$ cat src/rtl/pc_seq_pkg.sv
// Shared definitions for the program-counter sequencer: default widths,
// the control-unit opcodes that drive it, and the next-PC select decode.
package pc_seq_pkg;

  localparam int PC_W_DEF  = 10;
  localparam int DEPTH_DEF = 4;
  localparam int CNT_W_DEF = 3;

  localparam logic [3:0] OP_JUMP = 4'h8;
  localparam logic [3:0] OP_REL  = 4'h9;
  localparam logic [3:0] OP_CALL = 4'hA;
  localparam logic [3:0] OP_RET  = 4'hB;

  typedef enum logic [2:0] {
    SEL_HOLD,
    SEL_POP,
    SEL_UNDER,
    SEL_CALL,
    SEL_REL,
    SEL_JMP,
    SEL_INC
  } next_sel_e;

  // Priority: stall > return > call > relative > absolute > increment.
  function automatic next_sel_e decode_sel(input logic stall, input logic s_ret,
                                           input logic swe, input logic s_rel,
                                           input logic s_inc, input logic empty);
    if (stall)       return SEL_HOLD;
    else if (s_ret)  return empty ? SEL_UNDER : SEL_POP;
    else if (swe)    return SEL_CALL;
    else if (s_rel)  return SEL_REL;
    else if (!s_inc) return SEL_JMP;
    else             return SEL_INC;
  endfunction

endpackage

$ cat src/rtl/pc_seq_if.sv
// Control-unit side bundle of the sequencer: next-PC selects and jump
// fields in, registered PC and return-stack status out.
interface pc_seq_if #(
  parameter int PC_W  = 10,
  parameter int CNT_W = 3
);
  logic             stall;
  logic             s_inc;
  logic             s_rel;
  logic             swe;
  logic             s_ret;
  logic [PC_W-1:0]  dir;
  logic [PC_W-1:0]  offset;
  logic [PC_W-1:0]  pc;
  logic [CNT_W-1:0] depth;
  logic             overflow;
  logic             underflow;

  // Selects are level-sampled every rising edge; no valid/ready pairing,
  // stall is the only flow control and it freezes all sequencer state.
  modport master (
    output stall, s_inc, s_rel, swe, s_ret, dir, offset,
    input  pc, depth, overflow, underflow
  );

  modport slave (
    input  stall, s_inc, s_rel, swe, s_ret, dir, offset,
    output pc, depth, overflow, underflow
  );
endinterface

$ cat src/rtl/pc_seq_ret_stack.sv
// DEPTH x PC_W return-address LIFO. Push is ignored when full, pop when
// empty, and pop wins if both are requested.
module ret_stack #(
  parameter int PC_W  = 10,
  parameter int DEPTH = 4,
  parameter int CNT_W = 3
) (
  input  logic             clock,
  input  logic             reset,
  input  logic             push,
  input  logic             pop,
  input  logic [PC_W-1:0]  din,
  output logic [PC_W-1:0]  top,
  output logic [CNT_W-1:0] depth,
  output logic             full,
  output logic             empty
);

  logic [PC_W-1:0]  r_mem [DEPTH];
  logic [CNT_W-1:0] r_depth;
  logic             w_do_pop;
  logic             w_do_push;

  assign full      = (r_depth == CNT_W'(DEPTH));
  assign empty     = (r_depth == '0);
  assign depth     = r_depth;
  assign w_do_pop  = pop && !empty;
  assign w_do_push = push && !pop && !full;

  // Entries are matched against occupancy rather than indexed, so the
  // occupancy width never has to equal the address width.
  always_comb begin
    top = '0;
    for (int i = 0; i < DEPTH; i++) begin
      if (r_depth == CNT_W'(i + 1)) top = r_mem[i];
    end
  end

  always_ff @(posedge clock) begin
    if (reset) begin
      r_depth <= '0;
      for (int i = 0; i < DEPTH; i++) r_mem[i] <= '0;
    end else if (w_do_pop) begin
      r_depth <= r_depth - CNT_W'(1);
    end else if (w_do_push) begin
      r_depth <= r_depth + CNT_W'(1);
      for (int i = 0; i < DEPTH; i++) begin
        if (r_depth == CNT_W'(i)) r_mem[i] <= din;
      end
    end
  end

endmodule

$ cat src/rtl/pc_seq.sv
// Program-counter sequencer: registered PC, next-PC mux and adders, a
// nested-call return stack, and sticky overflow/underflow flags.
module pc_seq
  import pc_seq_pkg::*;
#(
  parameter int PC_W  = PC_W_DEF,
  parameter int DEPTH = DEPTH_DEF,
  parameter int CNT_W = CNT_W_DEF
) (
  input  logic  clock,
  input  logic  reset,
  pc_seq_if.slave bus
);

  logic [PC_W-1:0]  r_pc;
  logic             r_overflow;
  logic             r_underflow;
  logic [PC_W-1:0]  w_pc_inc;
  logic [PC_W-1:0]  w_top;
  logic [CNT_W-1:0] w_depth;
  logic             w_full;
  logic             w_empty;
  next_sel_e        w_sel;

  // PC_W-bit sums wrap modulo 2**PC_W, including the pushed return address.
  assign w_pc_inc = r_pc + PC_W'(1);
  assign w_sel    = decode_sel(bus.stall, bus.s_ret, bus.swe, bus.s_rel,
                               bus.s_inc, w_empty);

  ret_stack #(
    .PC_W  (PC_W),
    .DEPTH (DEPTH),
    .CNT_W (CNT_W)
  ) u_stack (
    .clock (clock),
    .reset (reset),
    .push  (w_sel == SEL_CALL),
    .pop   (w_sel == SEL_POP),
    .din   (w_pc_inc),
    .top   (w_top),
    .depth (w_depth),
    .full  (w_full),
    .empty (w_empty)
  );

  always_ff @(posedge clock) begin
    if (reset) begin
      r_pc        <= '0;
      r_overflow  <= 1'b0;
      r_underflow <= 1'b0;
    end else begin
      case (w_sel)
        SEL_POP:   r_pc <= w_top;
        SEL_UNDER: begin
          r_pc        <= w_pc_inc;
          r_underflow <= 1'b1;
        end
        SEL_CALL: begin
          r_pc <= bus.dir;
          if (w_full) r_overflow <= 1'b1;
        end
        SEL_REL:   r_pc <= r_pc + bus.offset;
        SEL_JMP:   r_pc <= bus.dir;
        SEL_INC:   r_pc <= w_pc_inc;
        default:   r_pc <= r_pc;
      endcase
    end
  end

  assign bus.pc        = r_pc;
  assign bus.depth     = w_depth;
  assign bus.overflow  = r_overflow;
  assign bus.underflow = r_underflow;

endmodule

$ cat src/flat_wrapper.sv
// flat-port wrapper written by rule: the top's interface ports become plain ports
module pc_seq_flat import pc_seq_pkg::*;
#(
  parameter int PC_W  = PC_W_DEF,
  parameter int DEPTH = DEPTH_DEF,
  parameter int CNT_W = CNT_W_DEF
)
  (clock, reset, bus_stall, bus_s_inc, bus_s_rel, bus_swe, bus_s_ret, bus_dir, bus_offset, bus_pc, bus_depth, bus_overflow, bus_underflow);
  pc_seq_if #(.PC_W(PC_W), .CNT_W(CNT_W)) bus_i ();
  input  logic clock;
  input  logic reset;
  input wire logic [$bits(bus_i.stall)-1:0] bus_stall;
  input wire logic [$bits(bus_i.s_inc)-1:0] bus_s_inc;
  input wire logic [$bits(bus_i.s_rel)-1:0] bus_s_rel;
  input wire logic [$bits(bus_i.swe)-1:0] bus_swe;
  input wire logic [$bits(bus_i.s_ret)-1:0] bus_s_ret;
  input wire logic [$bits(bus_i.dir)-1:0] bus_dir;
  input wire logic [$bits(bus_i.offset)-1:0] bus_offset;
  output wire logic [$bits(bus_i.pc)-1:0] bus_pc;
  output wire logic [$bits(bus_i.depth)-1:0] bus_depth;
  output wire logic [$bits(bus_i.overflow)-1:0] bus_overflow;
  output wire logic [$bits(bus_i.underflow)-1:0] bus_underflow;
  assign bus_i.stall = bus_stall;
  assign bus_i.s_inc = bus_s_inc;
  assign bus_i.s_rel = bus_s_rel;
  assign bus_i.swe = bus_swe;
  assign bus_i.s_ret = bus_s_ret;
  assign bus_i.dir = bus_dir;
  assign bus_i.offset = bus_offset;
  assign bus_pc = bus_i.pc;
  assign bus_depth = bus_i.depth;
  assign bus_overflow = bus_i.overflow;
  assign bus_underflow = bus_i.underflow;
  pc_seq #(.PC_W(PC_W), .DEPTH(DEPTH), .CNT_W(CNT_W)) u_core (.clock(clock), .reset(reset), .bus(bus_i));
endmodule
$ cat config.mk
export PLATFORM = sky130hd
export DESIGN_NAME = pc_seq_flat
export DESIGN_NICKNAME = d
export VERILOG_FILES = /design/src/rtl/pc_seq_pkg.sv /design/src/rtl/pc_seq_if.sv /design/src/rtl/pc_seq_ret_stack.sv /design/src/rtl/pc_seq.sv /design/src/flat_wrapper.sv
export SDC_FILE = /design/constraint.sdc
export NUM_CORES = 1
export LEC_CHECK = 0
export BUFFER_PORTS_ARGS = -buffer_cell sky130_fd_sc_hd__clkbuf_2
export CAP_MARGIN = 20
export CORE_UTILIZATION = 57
export DETAILED_ROUTE_END_ITERATION = 12
export GPL_TIMING_DRIVEN = 1
export PLACE_DENSITY = 0.79
export SYNTH_ARGS = -nofsm -noshare
export SYNTH_HDL_FRONTEND = slang
export SYNTH_SLANG_ARGS = --single-unit
$ cat constraint.sdc
create_clock -name clock -period 2.7 [get_ports clock]
set_clock_uncertainty 0.15 [all_clocks]
set_input_delay 0.54 -clock clock [delete_from_list [all_inputs] [get_ports clock]]
set_output_delay 0.54 -clock clock [all_outputs]
set_load 0.02 [all_outputs]
Word level (Yosys, flattened, before mapping):

Memory sizes are Yosys's and may differ from the RTL's.
Index checks and enable logic that the tools add are counted.

* muxes and demuxes: 39
* bitwise logic cells: 4
* add/subtract/negate cells: 4
* reductions and logical operators: 12
* equal/unequal tests: 10

Operator list (count)
* $mux W10: 8
* $pmux W10 S4: 1
* $mux W1: 22
* $mux W3: 6
* $eq A3 B2 Y1 const B: 4
* $eq A3 B3 Y1 const B: 4
* $add A10 B1 Y10 const B: 1
* $add A10 B10 Y10: 1
* $eq A3 B1 Y1 const B: 2
* $mux W2: 2
* $or A1 B1 Y1: 4
* $reduce_bool A4 Y1: 1
* $reduce_or A2 Y1: 2
* $add A3 B1 Y3 const B: 1
* $logic_and A1 B1 Y1: 3
* $logic_not A1 Y1: 3
* $logic_not A3 Y1: 1
* $sub A3 B1 Y3 const B: 1
* $reduce_and A2 Y1: 1
* $reduce_bool A2 Y1: 1

* memories: 1
* output and inout port bits: 15
* RAM bits: 40
* word-level logic and storage cells: 74
* register bits: 15

Memories
* u_core.u_stack.r_mem: words 4, bits a word 10, rd ports 4, clocked after memory_dff 0, write ports 4, line pc_seq_ret_stack.sv:19 `logic [PC_W-1:0] r_mem [DEPTH];`

Depth between registers and ports, before layout:

Gate-level depths: netlist (run 1).

* depth after elaboration: 14
* gate-level depth with buffers: 9
* gate-level depth less buffers: 8

Modules after synthesis:

A second synthesis (run 1) with hierarchy kept.

* cells, all modules: 353
* area total of the unflattened synthesis: 3520.9 um2

By module, submodules not included
* ret_stack: area an instance 2212.1 um2, instances 1, cells an instance 183
* pc_seq: area an instance 1308.8 um2, instances 1, cells an instance 170

Least setup slack after synthesis (run 1):

Ideal clock, no wire load.

* path type: reg-to-reg
* start: register u_core.u_stack.r_depth[2], in the netlist u_core.u_stack.depth[2]
* end: register u_core.r_pc[9], in the netlist u_core.bus.pc[9]
* period minus slack after synthesis: 2.373 ns
* required time: 2.468 ns
* setup slack: 0.327 ns
* arrival: 2.140 ns
* stages on the path, launching flop included: 10
* cells stage by stage: dfxtp_1 -> buf_4 -> inv_1 -> ha_1 -> buf_2 -> nor4b_4 -> a221oi_1 -> a221o_1 -> o211a_1 -> o221ai_1

* longest elaborated chain between the ends: 7
* elaborated cells between the ends (all ways): 22

Ends and longest elaborated chain
* start, declared: line pc_seq_ret_stack.sv:20 `logic [CNT_W-1:0] r_depth;`
* start signal, assigned: line pc_seq_ret_stack.sv:44 `r_depth <= r_depth - CNT_W'(1);`
* start signal, assigned: line pc_seq_ret_stack.sv:46 `r_depth <= r_depth + CNT_W'(1);`
* $logic_not A3 Y1: line pc_seq_ret_stack.sv:25 `assign empty = (r_depth == '0);`
* $mux W2: line pc_seq_pkg.sv:29 `else if (s_ret) return empty ? SEL_UNDER : SEL_POP;`
* $mux W3: line pc_seq_pkg.sv:29
* $mux W3: line pc_seq_pkg.sv:28 `if (stall) return SEL_HOLD;`
* $eq A3 B2 Y1 or $eq A3 B3 Y1 (tied branches): line pc_seq.sv:52 `case (w_sel)`
* $reduce_or A2 Y1 (no line)
* $pmux W10 S4 or $reduce_bool A4 Y1 (tied branches)
* end signal, assigned: line pc_seq.sv:53 `SEL_POP: r_pc <= w_top;`
* end signal, assigned: line pc_seq.sv:55 `r_pc <= w_pc_inc;`
* end signal, assigned: line pc_seq.sv:59 `r_pc <= bus.dir;`
* end, declared: line pc_seq.sv:15 `logic [PC_W-1:0] r_pc;`

Parallel ways exist; a longest one is shown, timed or not.
A chain may end at the register's enable or synchronous reset.

Worst setup path after layout (run 1):

* start: register u_core.u_stack.r_depth[0], in the netlist u_core.u_stack.depth[0]
* end: register u_core.r_pc[4], in the netlist u_core.bus.pc[4]

The elaborated chain is that of the path after synthesis.

==> results.toml, run 1 <==
[run_status]
status = "finished clean"

[global_route]
antenna_found_initial = 0
grt_use_total_pct = 28.70
grt_overflow = 0
grt_pass1_wl_mm = 13.30
grt_max_degree = 20
grt_pass1_vias = 2780

[synth]
ys_seq_area_share_pct = 45.61
syn_inst = 339
yosysWarnings = 0
syn_avg_cell_area_um2 = 9.711
ys_ff_latch = 55
synth-async-reset-ratio_pct = 0
synth_nets = 383
synth-edff-count = 40
ys.flop_type = "edfxtp_1"
synth_cell_types = 59
syn-cell-area_um2 = 3292

[route]
routed_wl_mm = 8.269
drt.antenna.violating_nets = 0
drtIter0Drc = 302
wl_per_cell_um = 17.90
dr.pass1.iters = 6
vias = 2855
drc_errors = 0
via_per_inst = 6.180

[place]
dp_cells = 454
dp_hpwl_mm = 6.180
io_buffers = 41
gp_congestion = 0.8837

[worst_setup_path]
worstPathMaxFanout = 10
worstSetupPathType = "reg -> reg"
r2r_slack_ns = 0.26
end_kind = "flip-flop"
r2r-start = "u_core.u_stack.depth[0]"
r2r_end = "u_core.bus.pc[4]"
arrival_ns = 2.49
required_ns = 2.75
worst_setup_path_start_kind = "flip-flop"
r2r_cells = 8

[worst_hold_path]
hold_depth = 2
hp-start = "u_core.bus.underflow"
hold_path_end = "u_core.bus.underflow"
hold_path_class = "reg -> reg"

[cts]
htreeDepth = 2
numCtsBuffers = 5
root_buffer = "clkbuf_8"
clk_pin_slew_ns = 0.10
insertion_delay_ns = 0.32
clock_sinks = 55
cts_resized = 0
hold_buffers = 0
cts_buffer_depth = 2
cts_setup_buffers = 0
cts_tree = "done"

[sta]
rsz0062_at_grt = "false"
hold_viol_final = 0
setup_viol = 0
whs_ns = 0.3433
period_needed_ns = 2.444
worstMarginPinSlew_ns = 0.5674
fin_setup_tns_ns = 0
fin_crit_sh_pct = 90.51
maxSlewViolCount = 0
fmax_ghz = 0.4092
max-slew-margin-rel_pct = 61.90

[job]
max-cap-violations = 0

[layout]
fin_cells = 462
areaGrowthSynthToFinish_pct = 13.80
drive_gt1_share_pct = 20.51
antenna_cells = 0
final_util_pct = 67.62
fin_nets = 433

[die]
dieArea_um2 = 6083
io_pins = 42
core_um2 = 5540
initial_utilization_pct = 59.42
die_w_um = 78.00
fp-row-count = 27
fp.dieH_um = 78.00

[pwr]
p_comb_share_pct = 23.1
switching_share_pct = 30.56
power_frac_clock_pct = 28.6
power_density_nw_per_um2 = 545.2
p_total_uw = 2042
peakVddDrop_uv = 401.2
leakage_uw = 0.001458
p_int_uw = 1418
seqPwrFrac_pct = 48.3
p_sw_uw = 624.3
## through the flow
| step | area, µm² | setup WS [ns] |
|---|---|---|
| floorplan | 3292 | 0.3270 |
| global placement | 3627 | 0.3050 |
| detailed placement | 3627 | 0.1625 |
| CTS | 3746 | 0.3694 |
| global route | 3746 | 0.1088 |
| finish | 3746 | 0.2561 |
## layout make-up
type	count	area, µm²
clock inverters	3	50.05
fillers	436	1794
inverters	14	52.55
multi-input cells	257	1665
flip-flops and latches	55	1501
repair buffers	56	317.8
clock buffers	5	68.82
well taps	72	90.09
## layout by cell type (no fill, tap or decap), types with 3 or more instances in the layout
cell type  synthesis  routed
nor2_1            59      59
clkbuf_2           0      41
edfxtp_1          40      40
nand2_1           26      26
a21oi_1           23      23
ha_1              16      16
buf_4              1      15
dfxtp_1           15      15
inv_1             14      14
o21ai_0           14      14
a221oi_1          10      10
nand3_1           10      10
o211ai_1           8       8
a22oi_1            7       7
and3_1             6       6
nor2b_1            6       6
xnor2_1            6       6
nor3_1             6       6
xor2_1             5       5
clkbuf_8           0       5
or2_2              4       4
and2_1             3       3
o21a_1             3       3
or3_1              3       3
a2111oi_0          3       3
## how the worst max path moves through the flow
stage	end	slack, ns	depth (start not counted)	from
floorplan	u_core.bus.pc[9]	0.33	9	u_core.u_stack.depth[2]
global placement	u_core.bus.pc[4]	0.31	9	bus_offset[0]
detailed placement	u_core.bus.pc[4]	0.16	9	bus_offset[0]
CTS	u_core.bus.pc[4]	0.37	8	u_core.u_stack.depth[0]
global route	u_core.bus.pc[4]	0.11	8	u_core.u_stack.depth[0]
finish	u_core.bus.pc[4]	0.26	8	u_core.u_stack.depth[0]
## cells by family (layout without fill, tap and decap cells)
logic type               Yosys count  after routing  share of synthesized area, %
adder cells (fa/ha/maj)           17             17                         6.689
AO/OA/AOI/OAI                     91             91                         19.88
multiplexers                       2              2                        0.6082
buffers and inverters             27             78                         3.801
AND/OR/NAND/NOR                  136            136                         20.49
XOR/XNOR                          11             11                         2.927
flip-flops                        55             55                         45.61
## power by group through the flow
stage               logic [µW]  clock network, µW  registers [µW]
floorplan                  293                  0            1020
global placement           456                  0            1000
detailed placement         461                  0            1010
CTS                        465                590             986
global route               516                618             993
finish                     472                584             986
## worst max-delay path, cell delays in order (launching register included)
cell and delay [ns]:
dfxtp_1 0.39, inv_1 0.12, ha_1 0.25, nor2b_1 0.15
buf_4 0.15, a32oi_4 0.36, nor2_1 0.12, a2111oi_0 0.50
a21oi_1 0.13
## sequential cells by signal, summed over array words and instances, names as in the netlist
name,count
u_core.bus.overflow,1
u_core.bus.pc,10
u_core.u_stack.depth,3
u_core.u_stack.r_mem,40
u_core.bus.underflow,1
## per-layer routing
metal  wire length, µm  GRT usage (%)  vias to the layer above  share of wire (%)
li1                  -              -                     1362                  -
met2              3957          47.17                      144                 48
met4               140          10.74                        0                1.7
met1              3530          37.85                     1335                 43
met3               641          5.059                       14                7.8
met5                 0              0                        -                  0
## Yosys cell counts (3+ instances only)
master	n	area, µm²
and2_1	3	18.77
or3_1	3	18.77
nor2b_1	6	37.54
a22oi_1	7	52.55
a2111oi_0	3	26.28
buf_2	4	20.02
a221oi_1	10	87.58
edfxtp_1	40	1201
o211ai_1	8	60.06
ha_1	16	200.2
nand3_1	10	50.05
inv_1	14	52.55
o21a_1	3	22.52
or2_2	4	25.02
nor3_1	6	30.03
xnor2_1	6	52.55
xor2_1	5	43.79
and3_1	6	37.54
nand2_1	26	97.59
clkbuf_1	5	18.77
o21ai_0	14	70.07
nor2_1	59	221.5
a21oi_1	23	115.1
dfxtp_1	15	300.3
(Power assumes the default switching activity.)
==> run 2: changes to the inputs <==
--- a/config.mk
+++ b/config.mk
@@ -7,10 +7,10 @@
 export LEC_CHECK = 0
 export BUFFER_PORTS_ARGS = -buffer_cell sky130_fd_sc_hd__clkbuf_2
 export CAP_MARGIN = 20
-export CORE_UTILIZATION = 57
+export CORE_UTILIZATION = 55
 export DETAILED_ROUTE_END_ITERATION = 12
 export GPL_TIMING_DRIVEN = 1
-export PLACE_DENSITY = 0.79
+export PLACE_DENSITY = 0.76
 export SYNTH_ARGS = -nofsm -noshare
 export SYNTH_HDL_FRONTEND = slang
 export SYNTH_SLANG_ARGS = --single-unit
==> results.toml, run 2 (same netlist as run 1, synthesis figures left out) <==
[global_route]
grt_max_degree = 20
grt_pass1_wl_mm = 12.99
antenna_found_initial = 0
grt_use_total_pct = 27.62
grt_pass1_vias = 2622
grt_overflow = 0

[cts]
cts_tree = "done"
htreeDepth = 2
cts_resized = 0
clk_pin_slew_ns = 0.11
root_buffer = "clkbuf_8"
cts_buffer_depth = 2
cts_setup_buffers = 0
clock_sinks = 55
numCtsBuffers = 5
insertion_delay_ns = 0.32
hold_buffers = 0

[layout]
largest-register = "u_core.u_stack.r_mem"
fin_cells = 462
multi_input_area_um2 = 1665
final_common_cell = "nor2_1"
largest_reg_flops = 40
areaGrowthSynthToFinish_pct = 13.11
fin_nets = 433
layout_common_cells = "nor2_1, clkbuf_2, edfxtp_1, nand2_1, a21oi_1"
stdcell_area_um2 = 3724
antenna_cells = 0
n_fill_cell = 489
regArea_um2 = 1501
drive_gt1_share_pct = 20.51

[die]
fp.dieH_um = 79.37
core_um2 = 5642
fp-row-count = 27
die_w_um = 79.37
io_pins = 42
initial_utilization_pct = 58.35
dieArea_um2 = 6299

[worst_setup_path]
worst-path-buf-inv = 1
required_ns = 2.76
path_cells = "ha_1 > ha_1 > nor3b_1 > buf_4 > a221oi_1 > a21oi_1 > a221oi_1 > a31oi_1"
worstSetupPathType = "reg -> reg"
arrival_ns = 2.39
cp_slowest_stage_delay_ns = 0.42
end_kind = "flip-flop"
cp_slowest_cell = "ha_1"
worst_setup_path_start_kind = "flip-flop"
worstPathMaxFanout = 9
cp_top_family = "compound AO/OA/AOI/OAI gates"

[route]
drc_errors = 0
routed_wl_mm = 8.386
via_per_inst = 6.253
dr.pass1.iters = 5
wl_per_cell_um = 18.15
vias = 2889
drtIter0Drc = 385
drt.antenna.violating_nets = 0

[sta]
hold_viol_final = 0
fmax_ghz = 0.4291
maxSlewViolCount = 0
worstMarginPinSlew_ns = 0.5708
fin_crit_sh_pct = 86.30
period_needed_ns = 2.330
max-slew-margin-rel_pct = 61.67
setup_ws_ns = 0.3698
setup_viol = 0
fin_setup_tns_ns = 0
rsz0062_at_grt = "false"

[place]
dp_hpwl_mm = 6.184
dp_cells = 454
gp_congestion = 0.8803
post-place-ws_ns = 0.1811
place_area_um2 = 3627
io_buffers = 41

[pwr]
leakage_uw = 0.001444
power_density_nw_per_um2 = 525.2
peakVddDrop_uv = 335.2

[run_status]
status = "finished clean"

[job]
max-cap-violations = 0

[worst_hold_path]
hold_path_class = "reg -> reg"
run 2: report_power, final:
part | internal [µW] | switching (µW)
sequential | 951 | 35.6
clock | 193 | 302
combinational | 181 | 293
run 2: worst register-to-register path, cell delays in order, from the launching register on:
cell and delay, ns:
dfxtp_1 0.40, ha_1 0.18, ha_1 0.42, nor3b_1 0.10
buf_4 0.17, a221oi_1 0.26, a21oi_1 0.14, a221oi_1 0.30
a31oi_1 0.12
run 2: area by class of cell:
cell class	instances	area share [%]
clock buffer	5	1.848
clock inverter	3	0.7392
inverter	14	1.411
multi-input combinational	257	44.72
sequential	55	40.32
tap	72	2.419
timing repair buffer	56	8.535
run 2: path summary, 6_finish.rpt:
check	startpoint	endpoint	slack, ns	cells past startpoint
max reg2reg	u_core.u_stack.depth[0]	u_core.bus.pc[5]	0.37	8
min	u_core.bus.underflow	u_core.bus.underflow	0.35	2
min reg2reg	u_core.bus.underflow	u_core.bus.underflow	0.35	2
max	u_core.u_stack.depth[0]	u_core.bus.pc[5]	0.37	8
run 2: metal layers:
| layer | GRT usage (%) | wire, µm |
|---|---|---|
| met4 | 6.364 | 79 |
| met3 | 3.448 | 569 |
| met2 | 45.86 | 4069 |
| met5 | 0 | 0 |
| met1 | 38.44 | 3667 |
run 2: per-stage QoR:
stage	total power [µW]	hold WS [ns]	util, %
after floorplan	1317	0.3782	-
after global routing	2026	0.4077	66.00
after CTS	1952	0.3516	66.00
after global placement	1460	0.3200	64.29
final	1956	0.3501	66.00
after detailed placement	1470	0.3231	64.29
==> run 3: changes to the inputs <==
--- a/config.mk
+++ b/config.mk
@@ -11,6 +11,7 @@
 export DETAILED_ROUTE_END_ITERATION = 12
 export GPL_TIMING_DRIVEN = 1
 export PLACE_DENSITY = 0.76
+export RECOVER_POWER = 50
 export SYNTH_ARGS = -nofsm -noshare
 export SYNTH_HDL_FRONTEND = slang
 export SYNTH_SLANG_ARGS = --single-unit
==> results.toml, run 3 (same netlist as run 1, synthesis figures left out) <==
[run_status]
status = "finished clean"

[cts]
clock_sinks = 55
htreeDepth = 2
numCtsBuffers = 5
clk_pin_slew_ns = 0.11
root_buffer = "clkbuf_8"
insertion_delay_ns = 0.32
cts_tree = "done"
cts_buffer_depth = 2
hold_buffers = 0
cts_setup_buffers = 0
cts_resized = 0

[die]
fp-row-count = 27
initial_utilization_pct = 58.35
fp.dieH_um = 79.37
core_um2 = 5642
die_w_um = 79.37
io_pins = 42
dieArea_um2 = 6299

[worst_setup_path]
r2r_end = "u_core.u_stack.r_mem[3][7]"
r2r_slack_ns = 0.32
cp_slowest_stage_delay_ns = 0.40
startpoint = "u_core.u_stack.depth[0]"
required_ns = 2.52
worstSetupPathType = "reg -> reg"
arrival_ns = 2.20
worstPathMaxFanout = 10
path_cells = "inv_1 > ha_1 > buf_4 > and2_0 > nor2_1 > nand2_1 > nand2_1"
critical_path.endpoint = "u_core.u_stack.r_mem[3][7]"
cp_slowest_cell = "dfxtp_1"
end_kind = "flip-flop"
worst_setup_path_start_kind = "flip-flop"
r2r_cells = 7
r2r-start = "u_core.u_stack.depth[0]"
cp_common_cell = "nand2_1"

[worst_hold_path]
hold_path_class = "reg -> reg"

[global_route]
grt_pass1_vias = 2622
grt_overflow = 0
antenna_found_initial = 0
grt.met3_usage_pct = 3.448
use_met2_pct = 45.86
grt_max_degree = 20
grt_pass1_wl_mm = 12.99
use_met1_pct = 38.44
grt-busiest-layer = "met2"
grt_use_total_pct = 27.62

[sta]
fin_crit_sh_pct = 88.04
period_needed_ns = 2.377
worstMarginPinSlew_ns = 0.5649
maxSlewViolCount = 0
fin_setup_tns_ns = 0
hold_viol_final = 0
fmax_ghz = 0.4207
rsz0062_at_grt = "false"
max-slew-margin-rel_pct = 62.07
setup_viol = 0

[route]
via_per_inst = 6.245
wl_per_cell_um = 18.24
dr.pass1.iters = 5
drtIter0Drc = 349
routed_wl_mm = 8.428
vias = 2885
drt.antenna.violating_nets = 0
drc_errors = 0

[layout]
areaGrowthSynthToFinish_pct = 12.24
final_common_cell = "nor2_1"
fin_nets = 433
largest-register = "u_core.u_stack.r_mem"
stdcell_area_um2 = 3695
layout_common_cells = "nor2_1, edfxtp_1, clkbuf_2, nand2_1, a21oi_1"
drive_gt1_share_pct = 16.15
largest_reg_flops = 40
antenna_cells = 0

[place]
dp_hpwl_mm = 6.184
place_area_um2 = 3627
gp_congestion = 0.8803
io_buffers = 41

[job]
max-cap-violations = 0

[pwr]
power_density_nw_per_um2 = 526.9
leakage_uw = 0.001387
peakVddDrop_uv = 336.8
[run 3: worst min-delay path by stage]
stage,startpoint,endpoint,cells after the start
after floorplan,u_core.u_stack.r_mem[3][2],u_core.bus.pc[2],2
after global placement,u_core.bus.underflow,u_core.bus.underflow,2
after detailed placement,u_core.bus.underflow,u_core.bus.underflow,2
after CTS,u_core.bus.underflow,u_core.bus.underflow,2
after global routing,u_core.bus.underflow,u_core.bus.underflow,2
final,u_core.bus.underflow,u_core.bus.underflow,2
[run 3: cell type report]
| cell class | instances | area [µm²] |
|---|---|---|
| fillers | 499 | 1947 |
| well taps | 72 | 90.09 |
| inverters | 14 | 52.55 |
| repair buffers | 56 | 289.0 |
| clock inverters | 3 | 27.53 |
| clock buffers | 5 | 68.82 |
| flip-flops and latches | 55 | 1501 |
| multi-input cells | 257 | 1665 |
[run 3: metrics by stage]
step           total power [µW]  hold slack [ns]  instances  setup slack (ns)  util (%)
6_report                   1947           0.3486        462            0.3229     65.49
5_1_grt                    2015           0.4071        462            0.1726     65.49
4_1_cts                    1952           0.3516        462            0.3697     66.00
3_5_place_dp               1470           0.3231        454            0.1811     64.29
3_3_place_gp               1460           0.3200        454            0.3041     64.29
2_1_floorplan              1317           0.3782        339            0.3270         -
[run 3: where the power goes]
| part | switching (µW) | internal (µW) | leakage, µW |
|---|---|---|---|
| Combinational | 295 | 169 | 0.000803 |
| Clock | 303 | 193 | 0.0000467 |
| Sequential | 35.8 | 951 | 0.000538 |
| Total | 633 | 1310 | 0.00139 |
[run 3: layer usage]
layer	vias to the layer above	part of all wire, %
li1	1359	-
met1	1394	44
met2	125	48
met3	7	6.5
met4	0	0.69
met5	-	0
[run 3: worst max-delay path: cells and delay by family (launching register included)]
family	cells	cell delay, ns
simple gates	4	0.97
flops	1	0.40
fa+ha+maj	1	0.23
buf+inv	2	0.29
